File: src/rtl/sd_blk_rd_rcvr.sv
// SD card single-block read receiver for DAT0 in 1-bit bus mode.
// Detects the start bit, deserialises bytes MSB-first, checks CRC16 and the end bit.
module sd_blk_rd_rcvr #(
    parameter int          BLK_BYTES = 512,
    parameter logic [15:0] TIMEOUT   = 16'hFFFF
) (
    input  logic       clk,
    input  logic       reset,
    input  logic       sd_clk_en,
    input  logic       start,
    input  logic       dat0,
    output logic [7:0] rd_byte,
    output logic       rd_byte_vld,
    output logic       blk_done,
    output logic       crc_err,
    output logic       end_err,
    output logic       timeout_err,
    output logic       busy
);

    localparam int             BCW       = $clog2(BLK_BYTES + 1);
    localparam logic [BCW-1:0] LAST_BYTE = BCW'(BLK_BYTES - 1);

    typedef enum logic [2:0] {IDLE, WAIT_START, DATA, CRC, END_BIT, DONE} state_t;

    state_t         state;
    logic [2:0]     bit_cnt;
    logic [BCW-1:0] byte_cnt;
    logic [15:0]    tmo_cnt;
    logic [3:0]     crc_cnt;
    logic [15:0]    crc;
    logic [15:0]    rx_crc;
    logic [6:0]     shreg;

    // One serial step of CRC16-CCITT (x^16 + x^12 + x^5 + 1).
    function automatic logic [15:0] crc16_step(input logic [15:0] c, input logic b);
        logic fb;
        fb = c[15] ^ b;
        return {c[14:0], 1'b0} ^ (fb ? 16'h1021 : 16'h0000);
    endfunction

    always_ff @(posedge clk or negedge reset) begin
        if (!reset) begin
            state       <= IDLE;
            bit_cnt     <= '0;
            byte_cnt    <= '0;
            tmo_cnt     <= '0;
            crc_cnt     <= '0;
            crc         <= '0;
            rx_crc      <= '0;
            shreg       <= '0;
            rd_byte     <= 8'h00;
            rd_byte_vld <= 1'b0;
            blk_done    <= 1'b0;
            crc_err     <= 1'b0;
            end_err     <= 1'b0;
            timeout_err <= 1'b0;
            busy        <= 1'b0;
        end else begin
            rd_byte_vld <= 1'b0;
            blk_done    <= 1'b0;
            case (state)
                IDLE: begin
                    if (start) begin
                        bit_cnt     <= '0;
                        byte_cnt    <= '0;
                        tmo_cnt     <= '0;
                        crc_cnt     <= '0;
                        crc         <= '0;
                        rx_crc      <= '0;
                        crc_err     <= 1'b0;
                        end_err     <= 1'b0;
                        timeout_err <= 1'b0;
                        busy        <= 1'b1;
                        state       <= WAIT_START;
                    end
                end
                WAIT_START: begin
                    if (sd_clk_en) begin
                        if (!dat0) begin
                            state <= DATA;
                        end else begin
                            tmo_cnt <= tmo_cnt + 16'd1;
                            if (tmo_cnt + 16'd1 == TIMEOUT) begin
                                timeout_err <= 1'b1;
                                blk_done    <= 1'b1;
                                state       <= DONE;
                            end
                        end
                    end
                end
                DATA: begin
                    if (sd_clk_en) begin
                        shreg   <= {shreg[5:0], dat0};
                        crc     <= crc16_step(crc, dat0);
                        bit_cnt <= bit_cnt + 3'd1;
                        if (bit_cnt == 3'd7) begin
                            rd_byte     <= {shreg, dat0};
                            rd_byte_vld <= 1'b1;
                            byte_cnt    <= byte_cnt + BCW'(1);
                            if (byte_cnt == LAST_BYTE)
                                state <= CRC;
                        end
                    end
                end
                CRC: begin
                    if (sd_clk_en) begin
                        rx_crc  <= {rx_crc[14:0], dat0};
                        crc_cnt <= crc_cnt + 4'd1;
                        if (crc_cnt == 4'd15)
                            state <= END_BIT;
                    end
                end
                END_BIT: begin
                    if (sd_clk_en) begin
                        if (!dat0)
                            end_err <= 1'b1;
                        if (rx_crc != crc)
                            crc_err <= 1'b1;
                        blk_done <= 1'b1;
                        state    <= DONE;
                    end
                end
                DONE: begin
                    // blk_done was raised on entry; leave after exactly one clk.
                    busy  <= 1'b0;
                    state <= IDLE;
                end
                default: state <= IDLE;
            endcase
        end
    end

endmodule

File: config.mk
export PLATFORM = sky130hd
export DESIGN_NAME = sd_blk_rd_rcvr
export DESIGN_NICKNAME = d
export VERILOG_FILES = /design/src/rtl/sd_blk_rd_rcvr.sv
export SDC_FILE = /design/constraint.sdc
export NUM_CORES = 1
export LEC_CHECK = 0
export CORE_ASPECT_RATIO = 0.7
export CORE_MARGIN = 8
export CORE_UTILIZATION = 40
export DETAILED_ROUTE_END_ITERATION = 8
export GPL_ROUTABILITY_DRIVEN = 0
export PLACE_DENSITY = 0.67
export REMOVE_ABC_BUFFERS = 1
export SYNTH_ARGS = -nofsm -noshare
export SYNTH_HDL_FRONTEND = slang
export SYNTH_SLANG_ARGS = --single-unit
export TNS_END_PERCENT = 20
File: constraint.sdc
create_clock -name clk -period 4.9 [get_ports clk]
set_input_delay 0.98 -clock clk [delete_from_list [all_inputs] [get_ports clk]]
set_output_delay 0.98 -clock clk [all_outputs]
set_load 0.02 [all_outputs]
# == After elaboration in Yosys (flattened, before gate mapping) ==
# Cells that the tools add are included.
# classes
n_addsub,4
eq_ne,23
mux,51
bitwise,2
reduce_logical,17
# op_table
cell,count
16-bit one-hot mux with 2 select lines,3
16-bit two-way mux,5
3-bit two-way mux,12
10-bit two-way mux,3
"2-bit != test, second input constant",12
10-bit one-hot mux with 2 select lines,1
"16-bit by 1-bit adder with 16-bit output, second input constant",1
"16-bit equality test, second input constant",1
1-bit two-way mux,16
16-bit != test,1
4-bit AND reduction,4
16-bit by 13-bit XOR with 16-bit output,1
3-bit one-hot mux with 5 select lines,1
13-bit two-way mux,1
"10-bit by 1-bit adder with 10-bit output, second input constant",1
"10-bit by 9-bit equality test with 1-bit output, second input constant",1
1-bit one-hot mux with 2 select lines,5
2-bit nonzero test,5
"3-bit equality test, second input constant",3
3-bit AND reduction,3
9-bit AND reduction,1
4-bit two-way mux,2
4-bit one-hot mux with 2 select lines,1
"3-bit by 2-bit equality test with 1-bit output, second input constant",2
other kinds (10),11
# totals
ff_bits,89
in_bits,5
out_inout_bits,14
elab_cells,112

# == Logic depth before layout (Yosys ltp) ==
# depth
ltp_word,6
mapped_depth,8

# == Worst setup path before layout ==
# OpenSTA, ideal clock, no wires.
# synth_path
kind,input to register
start,input port sd_clk_en
end,register byte_cnt[5]
arrival_ns,2.073
required_time_ns,4.822
path_slack_ns,2.748
cell_stages,6
path_cell_list,buf_2 > nand3_2 > a21boi_4 > nand4_4 > or3_1 > a21oi_1
# synth_via
elab_chain_cells,2
# synth_rtl
element,line,source
"start, declared",9,"input logic sd_clk_en,"
2-bit != test (no line),n/a,
4-bit AND reduction (no line),n/a,
"end signal, assigned",100,byte_cnt <= byte_cnt + BCW'(1);
"end, declared",28,logic [BCW-1:0] byte_cnt;
# Every way passes these cells.
# A chain may end at the register's enable or synchronous reset.

# == Final worst setup path ==
# layout_path
start,input port sd_clk_en
end,register rd_byte[6]
# layout_via
elab_chain_cells,1
# layout_rtl
element,line,source
3-bit AND reduction (no line),n/a,
"end signal, assigned",98,"rd_byte <= {shreg, dat0};"
"end, declared",12,"output logic [7:0] rd_byte,"
# Every way passes these cells.

==> run metrics <==
Main synth FF type dfrtp_1; post_cts resized 0; gate count after technology mapping between 400 and 500; Setup CP Type in2reg; Slew Limit Fails 0; synthesis warning total 0; clk root buf clkbuf_16; CTS tree yes; drt wl/cell 14.7 um; non-filler cells, final 629; Layout area overhead 12.5%; most frequent cells in the layout nand2_1, dfrtp_1, nand3_1; Metal-1 WL 4830 um; fin crit share 0.593; Data arrival, critical path between 3 and 4 ns; CTS buffer count 9; synthesis-stage register bit count between 80 and 90; Detailed Route Iter0 Violations 336; fin crit period 2.90 ns; Starting Density 0.405; placed inst area 4670 um^2; CP Capture Type flip-flop; Worst Path Required a little over 5 ns; Chip Width 142 um; Worst Path Max Fanout 23; row count 32; cts-stage hold buffer count 0; Final setup viols 0; commonest non-fill, non-tap cell in the layout nand2_1; initial antenna violation count 0; clock latency at the later pin of the worst-skew pair 0.35 ns; Slew headroom 0.245; highest clock rate around 340 MHz; CTS Buffer Depth 2; aggregate global-route resource usage 0.132; post-synthesis sequential area ratio 0.505; Post-synth EDFFs 0; Mapped Avg Cell Area 9.47 um^2; drt first pass iters 4; met2 wire len 3900 um; reg2reg start state[0]$_DFFE_PN0P_; crit path launch sd_clk_en; I/O Pins 19; met3 wire length 451 um; Hold Path Origin shreg[6]$_DFFE_PN0P_; Final Hold Violating Endpoints 0; Max Used Layer met4; # H-tree levels 3; PwrDens roughly 440 nW/um^2; Pleak ~2.3 nW; first-pass GRT wire length between 15000 and 20000 um; die footprint 14700 um^2; clock skew 0.0110 ns; dpl hpwl 6210 um; number of global-route vias before repair between 3000 and 4000; fin nets 482; status complete, no violations; placed cell count 613; core area 10900 um^2; global route overflow 0; CP startpoint kind primary input; vias per cell 5.24; setup TNS 0 ns; worst slew pin tran about 1.1 ns; Worst-path clk slew around 0.07 ns; Routed WL 9270 um; # Max-Cap Violations 0; # Post-CTS Setup Buffers 0; routed vias 3297; post-route cell area 4970 um^2; PortBufs 18; largest net degree at the start of global routing 47; Routed Antenna Nets 0; share of cells above drive strength 1 0.0987; Netlist Area Pre-Place 4410 um^2; Die Ht 104 um; CTS sink cnt 89; r2r setup slk 2.59 ns; DRC viols 0; Antenna Cells 0; count of cell types in the netlist 56; RSZ-0062 raised after global routing false; Worst Hold Class reg2reg; FFs w/ async S/R, synth 1.00; Max VDD drop 0.000195 V
[per-stage QoR]
stage,worst slack (ns),total power [mW],utilization,hold WS [ns]
after floorplan,2.28,1.33,-,0.442
after global placement,1.68,1.49,0.429,0.475
after detailed placement,1.60,1.50,0.429,0.468
after CTS,2.00,2.20,0.456,0.492
after global routing,1.83,2.31,0.456,0.517
final,2.00,2.18,0.456,0.485
[state kept, by name (all words and copies together) (netlist names)]
register,flops
crc_cnt,4
rd_byte_vld,1
blk_done,1
busy,1
crc,16
rx_crc,16
tmo_cnt,16
end_err,1
byte_cnt,10
crc_err,1
timeout_err,1
shreg,7
state,3
bit_cnt,3
rd_byte,8
[per-layer routing]
| layer | global-route usage | vias up |
|---|---|---|
| met1 | 0.195 | 1590 |
| met5 | 0 | - |
| met2 | 0.184 | 82 |
| met4 | 0.0390 | 0 |
| li1 | - | 1616 |
| met3 | 0.0326 | 9 |
[cells by family after synthesis]
logic type / Yosys count / share of synthesized area
buffers and inverters: 33 / 0.0363
AOI/OAI and AO/OA: 71 / 0.103
adders and majority gates: 6 / 0.0170
DFF: 89 / 0.505
xor gates and xnor gates: 30 / 0.0612
muxes: 9 / 0.0227
and+or+nand+nor: 228 / 0.255
[Yosys cell counts (8+ instances only)]
cell type	count	area [um^2]
o21ai_0	32	160
nor2_1	19	71.3
mux2_2	8	90.1
nand4_1	13	81.3
nand3_1	47	235
dfrtp_1	89	2230
a21oi_1	9	45.0
buf_2	8	40.0
xnor2_1	23	201
nand2_1	112	420
clkbuf_1	12	45.0
[final cells by class]
class                           count  area [um^2]
Tap cell                          153          191
Fill cell                        1026         5920
Clock buffer                        9          225
Multi-Input combinational cell    344         2030
Timing Repair Buffer               21          200
Clock inverter                      7         73.8
Sequential cell                    89         2230
Inverter                            6         22.5
[critical path: stages]
cell,delay (ns)
clkdlybuf4s50_1,0.70
and3_1,0.79
nand2_2,0.32
mux2_2,0.35
[power by group]
part | internal (mW) | switching [mW] | leakage, nW | total (mW)
combinational | 0.201 | 0.330 | 0.953 | 0.531
sequential | 0.833 | 0.134 | 1.22 | 0.967
clock | 0.361 | 0.320 | 0.141 | 0.681
total | 1.39 | 0.784 | 2.31 | 2.18
[path summary, 6_finish.rpt]
check,end,cells after the start
hold / removal,shreg[6]$_DFFE_PN0P_,2
hold reg to reg,shreg[6]$_DFFE_PN0P_,2
min in group asynchronous,tmo_cnt[1]$_DFFE_PN0P_,1
max in group asynchronous,crc[12]$_DFFE_PN0P_,2
setup reg to reg,rd_byte[6]$_DFFE_PN0P_,4
setup / recovery,rd_byte[6]$_DFFE_PN0P_,4
(Power assumes the default switching activity.)
